## src/rtl/intr_arbiter.sv

```systemverilog
// ----------------------------------------------------------------------------
// intr_arbiter
//   Shares the MCU's single interrupt input among up to N_SRC sources.
//   Rising edges on src_irq are latched into PEND, qualified by MASK, and the
//   lowest-index qualified source wins. intr is held until software writes
//   the winner's id to ACK. A one-cycle GAP then guarantees a visible low
//   between back-to-back interrupts.
//
//   Register block (exact address match only):
//     BASE+0  MASK  RW   bits [N_SRC-1:0], 1 = enabled
//     BASE+4  PEND  R/W1C
//     BASE+8  ACK   WO   data[2:0] = id being acknowledged, reads 0
//
// Ports:
//   clk         system clock
//   RST         asynchronous active-high reset
//   src_irq     source interrupt lines (synchronous to clk)
//   iobus_addr  IOBUS address
//   iobus_out   IOBUS write data
//   iobus_wr    IOBUS write strobe
//   rd_data     read data for the wrapper's input mux (0 when no hit)
//   intr        interrupt request to the MCU
//   active_id   id of the current winner, valid while intr = 1
// ----------------------------------------------------------------------------
module intr_arbiter #(
  parameter int          N_SRC     = 4,
  parameter logic [31:0] BASE_ADDR = 32'h1100E000
) (
  input  logic             clk,
  input  logic             RST,
  input  logic [N_SRC-1:0] src_irq,
  input  logic [31:0]      iobus_addr,
  input  logic [31:0]      iobus_out,
  input  logic             iobus_wr,
  output logic [31:0]      rd_data,
  output logic             intr,
  output logic [2:0]       active_id
);

  typedef enum logic [1:0] {IDLE, REQ, GAP} state_t;

  state_t           state;
  logic [N_SRC-1:0] mask;
  logic [N_SRC-1:0] pend;
  logic [N_SRC-1:0] prev;

  logic             hit_mask, hit_pend, hit_ack;
  logic             ack_hit;
  logic [N_SRC-1:0] rise, w1c, ack_clr, pend_nxt, mask_nxt, req;
  logic [7:0]       mask8, pend8;
  logic             active_keep;
  logic [2:0]       win;

  // Only low write-data bits are meaningful; the rest are ignored by design.
  logic unused_wdata;
  assign unused_wdata = ^iobus_out;

  // Fixed priority: lowest index among the requesting bits.
  function automatic logic [2:0] prio_win(input logic [N_SRC-1:0] r);
    logic [2:0] w;
    w = '0;
    for (int i = N_SRC - 1; i >= 0; i--)
      if (r[i]) w = 3'(i);
    return w;
  endfunction

  assign hit_mask = (iobus_addr == BASE_ADDR);
  assign hit_pend = (iobus_addr == BASE_ADDR + 32'd4);
  assign hit_ack  = (iobus_addr == BASE_ADDR + 32'd8);

  assign rise     = src_irq & ~prev;
  assign w1c      = (iobus_wr && hit_pend) ? iobus_out[N_SRC-1:0] : '0;
  assign mask_nxt = (iobus_wr && hit_mask) ? iobus_out[N_SRC-1:0] : mask;
  assign ack_hit  = iobus_wr && hit_ack && (state == REQ) &&
                    (iobus_out[2:0] == active_id);

  always_comb begin
    ack_clr = '0;
    for (int i = 0; i < N_SRC; i++)
      ack_clr[i] = ack_hit && (active_id == 3'(i));
  end

  // A new rise beats a same-cycle clear so no event is ever lost.
  assign pend_nxt = (pend & ~w1c & ~ack_clr) | rise;

  // Widen to 8 bits so a 3-bit id can index without range issues.
  assign mask8       = 8'(mask_nxt);
  assign pend8       = 8'(pend_nxt);
  assign active_keep = mask8[active_id] & pend8[active_id];

  assign req = pend & mask;
  assign win = prio_win(req);

  always_comb begin
    rd_data = '0;
    if (hit_mask)      rd_data = 32'(mask);
    else if (hit_pend) rd_data = 32'(pend);
  end

  always_ff @(posedge clk or posedge RST) begin
    if (RST) begin
      state     <= IDLE;
      intr      <= 1'b0;
      active_id <= '0;
      mask      <= '0;
      pend      <= '0;
      prev      <= '0;
    end else begin
      prev <= src_irq;
      mask <= mask_nxt;
      pend <= pend_nxt;
      case (state)
        IDLE: begin
          if (|req) begin
            state     <= REQ;
            intr      <= 1'b1;
            active_id <= win;
          end
        end
        REQ: begin
          // Software withdrawing the winner (mask or W1C) cancels the request.
          if (ack_hit) begin
            state <= GAP;
            intr  <= 1'b0;
          end else if (!active_keep) begin
            state <= IDLE;
            intr  <= 1'b0;
          end
        end
        GAP: begin
          state <= IDLE;
          intr  <= 1'b0;
        end
        default: begin
          state <= IDLE;
          intr  <= 1'b0;
        end
      endcase
    end
  end

endmodule

```

## config.mk

```make
export PLATFORM = sky130hd
export DESIGN_NAME = intr_arbiter
export DESIGN_NICKNAME = d
export VERILOG_FILES = /design/src/rtl/intr_arbiter.sv
export SDC_FILE = /design/constraint.sdc
export NUM_CORES = 1
export LEC_CHECK = 0
export ABC_AREA = 1
export CORE_UTILIZATION = 38
export CTS_BUF_LIST = sky130_fd_sc_hd__clkbuf_8
export DETAILED_ROUTE_END_ITERATION = 10
export PLACE_DENSITY = 0.89
export SLEW_MARGIN = 20
export SYNTH_ARGS = -nofsm -noshare
export SYNTH_HDL_FRONTEND = slang
export SYNTH_SLANG_ARGS = --single-unit
```

## constraint.sdc

```tcl
create_clock -name clk -period 3.1 [get_ports clk]
set_input_delay 0.62 -clock clk [delete_from_list [all_inputs] [get_ports clk]]
set_output_delay 0.62 -clock clk [all_outputs]
set_load 0.02 [all_outputs]
```

==> run_results.csv <==
group,metric,value,unit
yosys,avgSynthCellArea,6.380,um2
route,remaining_drc_errors,0,
finish,num_antenna_cells,0,
finish,drive_above_1_share,9.353,%
finish,fin_nets,350,
clock_network,path_clk_slew,0.06,ns
yosys,ys_warn_count,0,
grt,grt_pass1_vias,1315,
pwr,ir_drop,0.2814,mV
route,totalWireLength,3290,um
floorplan,dieWidth,63.05,um
placement,dp_hpwl,2803,um
clock_network,clockBufferDepth,2,
critical_path,crit_family,"buffers and inverters",
floorplan,die_h,63.05,um
critical_path,end_kind,"primary output",
critical_path,regToRegSetupSlack,1.44,ns
placement,dpl_cell_area,0.001882,mm2
yosys,syn_area,0.001416,mm2
hold_path,hp-class,"reg2reg",
timing,fin_crit_sh,93.77,%
clock_network,clkSinkCount,16,
route,via_per_inst,4.475,
floorplan,core.rowCount,21,
placement,gp_congestion,0.9183,
yosys,ys_top_cells_by_area,"dfrtp_1, buf_4, nand2_1",
timing,tightest_slew,0.6271,ns
timing,setup_ws,0.1931,ns
floorplan,io_pins,107,
finish,final_cell_area,0.001933,mm2
finish,multi_input_area,787.0,um2
yosys,ys_types,15,
route,first_pass_iters,5,
yosys,syn_inst,222,
timing,relSlewSlack,58.15,%
timing,skew,0.001305,ns
pwr,powerDensity,269.5,mW/mm2
grt,grt_pass1_wl,5457,um
placement,dp.cells,320,
critical_path,r2r_cells,13,
critical_path,r2r-start,"state[0]",
yosys,seq_area_frac_synth,28.27,%
grt,gr-total-overflow,0,
critical_path,crit_type,"in2out",
floorplan,die_area,0.003975,mm2
critical_path,arrival,2.29,ns
critical_path,slowest_stage,"clkdlybuf4s50_1",
clock_network,clk-insertion-delay-late,0.25,ns
route,drt_iter0_markers,56,
floorplan,start_util,41.15,%
floorplan,core,0.003442,mm2
yosys,yosysTopAreaCell,"dfrtp_1",
finish,stdcell_count,324,
finish,seq_area,400.4,um2
finish,final_core_util,56.16,%
grt,grt_usage,17.61,%
timing,fmax,0.3440,GHz
finish,n_fill_cell,342,
run_status,status,"completed",
critical_path,crit_path_start_kind,"input port",
clock_network,htree_levels,1,
critical_path,worstPathCellList,"clkdlybuf4s50_1 > inv_1 > nor2_1 > nand2_1 > nor2_1 > nand2_2 > inv_1 > nand3_1 > o22ai_1 > clkdlybuf4s15_1",
timing,hold_viol,0,
hold_path,whs_path_depth,3,
pwr,p_total,0.0005209,W
grt,antenna_found_initial,0,
timing,fin_crit,2.907,ns
yosys,ys_seq_elements,16,
critical_path,cp_max_fo,4,
critical_path,cp_num_buf_inv,4,
critical_path,max_stage_delay,0.48,ns
placement,pre_cts_ws,-0.09727,ns
timing,setup_viol_count_final,0,
placement,io_buffers,49,
route,num_vias,1450,
route,wl_per_cell,10.15,um
hold_path,min-delay-start,"prev[2]",
clock_network,clock-root-buffer,"clkbuf_8",
critical_path,cp_data_required_time,2.48,ns
grt,grt_max_degree,17,
yosys,synth_top_area_share,28.27,%
pwr,leakage,0.9644,nW
timing,slew_violations,0,
clock_network,cts_hold_buf,0,
hold_path,min_to,"pend[2]",
clock_network,numCtsBuffers,3,
finish,synthToLayoutAreaGrowth,36.48,%
critical_path,rr_endpoint,"state[0]",
run,drv_cap,0,
timing,rsz0062_at_grt,"false",
route,drtAntennaViolNets,0,
clock_network,cts_tree,"yes",
==> tightest hold or removal path: stages (launching register included) <==
cell and delay, ns:
dfrtp_1 0.32, inv_1 0.04, nand2_1 0.06, nand2_1 0.05
==> layout make-up <==
class                           count  share of cell area [%]
Tap cell                           46                   2.977
Timing Repair Buffer               54                   27.12
Clock buffer                        4                   2.848
Inverter                           29                   5.631
Multi-Input combinational cell    175                   40.71
Sequential cell                    16                   20.71
==> Yosys cell counts <==
master / number
inv_2: 1
nand3b_1: 1
nand2_2: 4
nand3_2: 4
nor2_2: 3
nor2_4: 5
buf_4: 30
nand2_1: 56
nor2_1: 38
dfrtp_1: 16
o22ai_1: 2
conb_1: 1
inv_1: 28
nand3_1: 27
o21ai_0: 6
==> state kept, by name, indices dropped and copies added (netlist names) <==
name	flops
mask	4
pend	4
prev	4
active_id	2
state	2
==> kinds of logic (layout without fill, tap and decap cells) <==
kind of cell | Yosys count | in the layout | share of synthesized area, %
AOI/OAI and AO/OA | 8 | 8 | 3.003
other | 1 | 29 | 0.2648
buffers and inverters | 59 | 87 | 23.59
and+or+nand+nor | 138 | 138 | 44.88
DFF | 16 | 16 | 28.27
==> through the flow <==
step                hold WS, ns  TNS [ns]
CTS                      0.5009         0
floorplan                0.4606         0
detailed placement       0.4864   -0.3097
finish                   0.5009         0
global placement         0.4857   -0.1706
global route             0.5254         0
==> worst max path at each step <==
stage / cells after the start / slack, ns / to / startpoint
final: 10 / 0.19 / rd_data[3] / iobus_addr[24]
after global routing: 10 / 0.01 / rd_data[0] / iobus_addr[24]
after CTS: 10 / 0.19 / rd_data[3] / iobus_addr[24]
after detailed placement: 10 / -0.1 / rd_data[0] / iobus_addr[24]
after global placement: 10 / -0.06 / rd_data[0] / iobus_addr[28]
after floorplan: 8 / 0.77 / rd_data[0] / iobus_addr[28]
==> per-layer routing <==
layer | global-route usage (%) | part of all wire [%] | vias up | routed length (um)
met3 | 4.348 | 8.2 | 2 | 269
met2 | 33.60 | 51 | 60 | 1691
met1 | 19.35 | 40 | 651 | 1315
met4 | 3.488 | 0.43 | 0 | 14
met5 | 0 | 0 | - | 0
li1 | - | - | 737 | -
==> what timing repair did <==
item / 4_1_cts / 5_1_grt
hold endpoints to repair: 0 / 0
setup buffers: 0 / 0
setup endpoints to repair: 4 / 1
resized for setup: 4 / 1
==> where the power goes <==
group | internal (W) | switching [W] | total, W | leakage, nW
clock | 0.000113 | 0.0000755 | 0.000188 | 0.0288
sequential | 0.000211 | 0.000000591 | 0.000212 | 0.193
combinational | 0.0000562 | 0.0000643 | 0.000121 | 0.742
==> cell usage in the layout (no fill, tap or decap) <==
| master | instances |
|---|---|
| clkdlybuf4s15_1 | 1 |
| buf_4 | 5 |
| clkbuf_8 | 4 |
| inv_2 | 1 |
| nor2_2 | 3 |
| nand3_1 | 27 |
| nor2_1 | 38 |
| nand3b_1 | 1 |
| nand3_2 | 4 |
| dlygate4sd2_1 | 3 |
| dfrtp_1 | 16 |
| nand2_2 | 4 |
| clkdlybuf4s50_1 | 45 |
| o22ai_1 | 2 |
| conb_1 | 29 |
| nand2_1 | 56 |
| nor2_4 | 5 |
| o21ai_0 | 6 |
| inv_1 | 28 |
(Power assumes the default switching activity.)
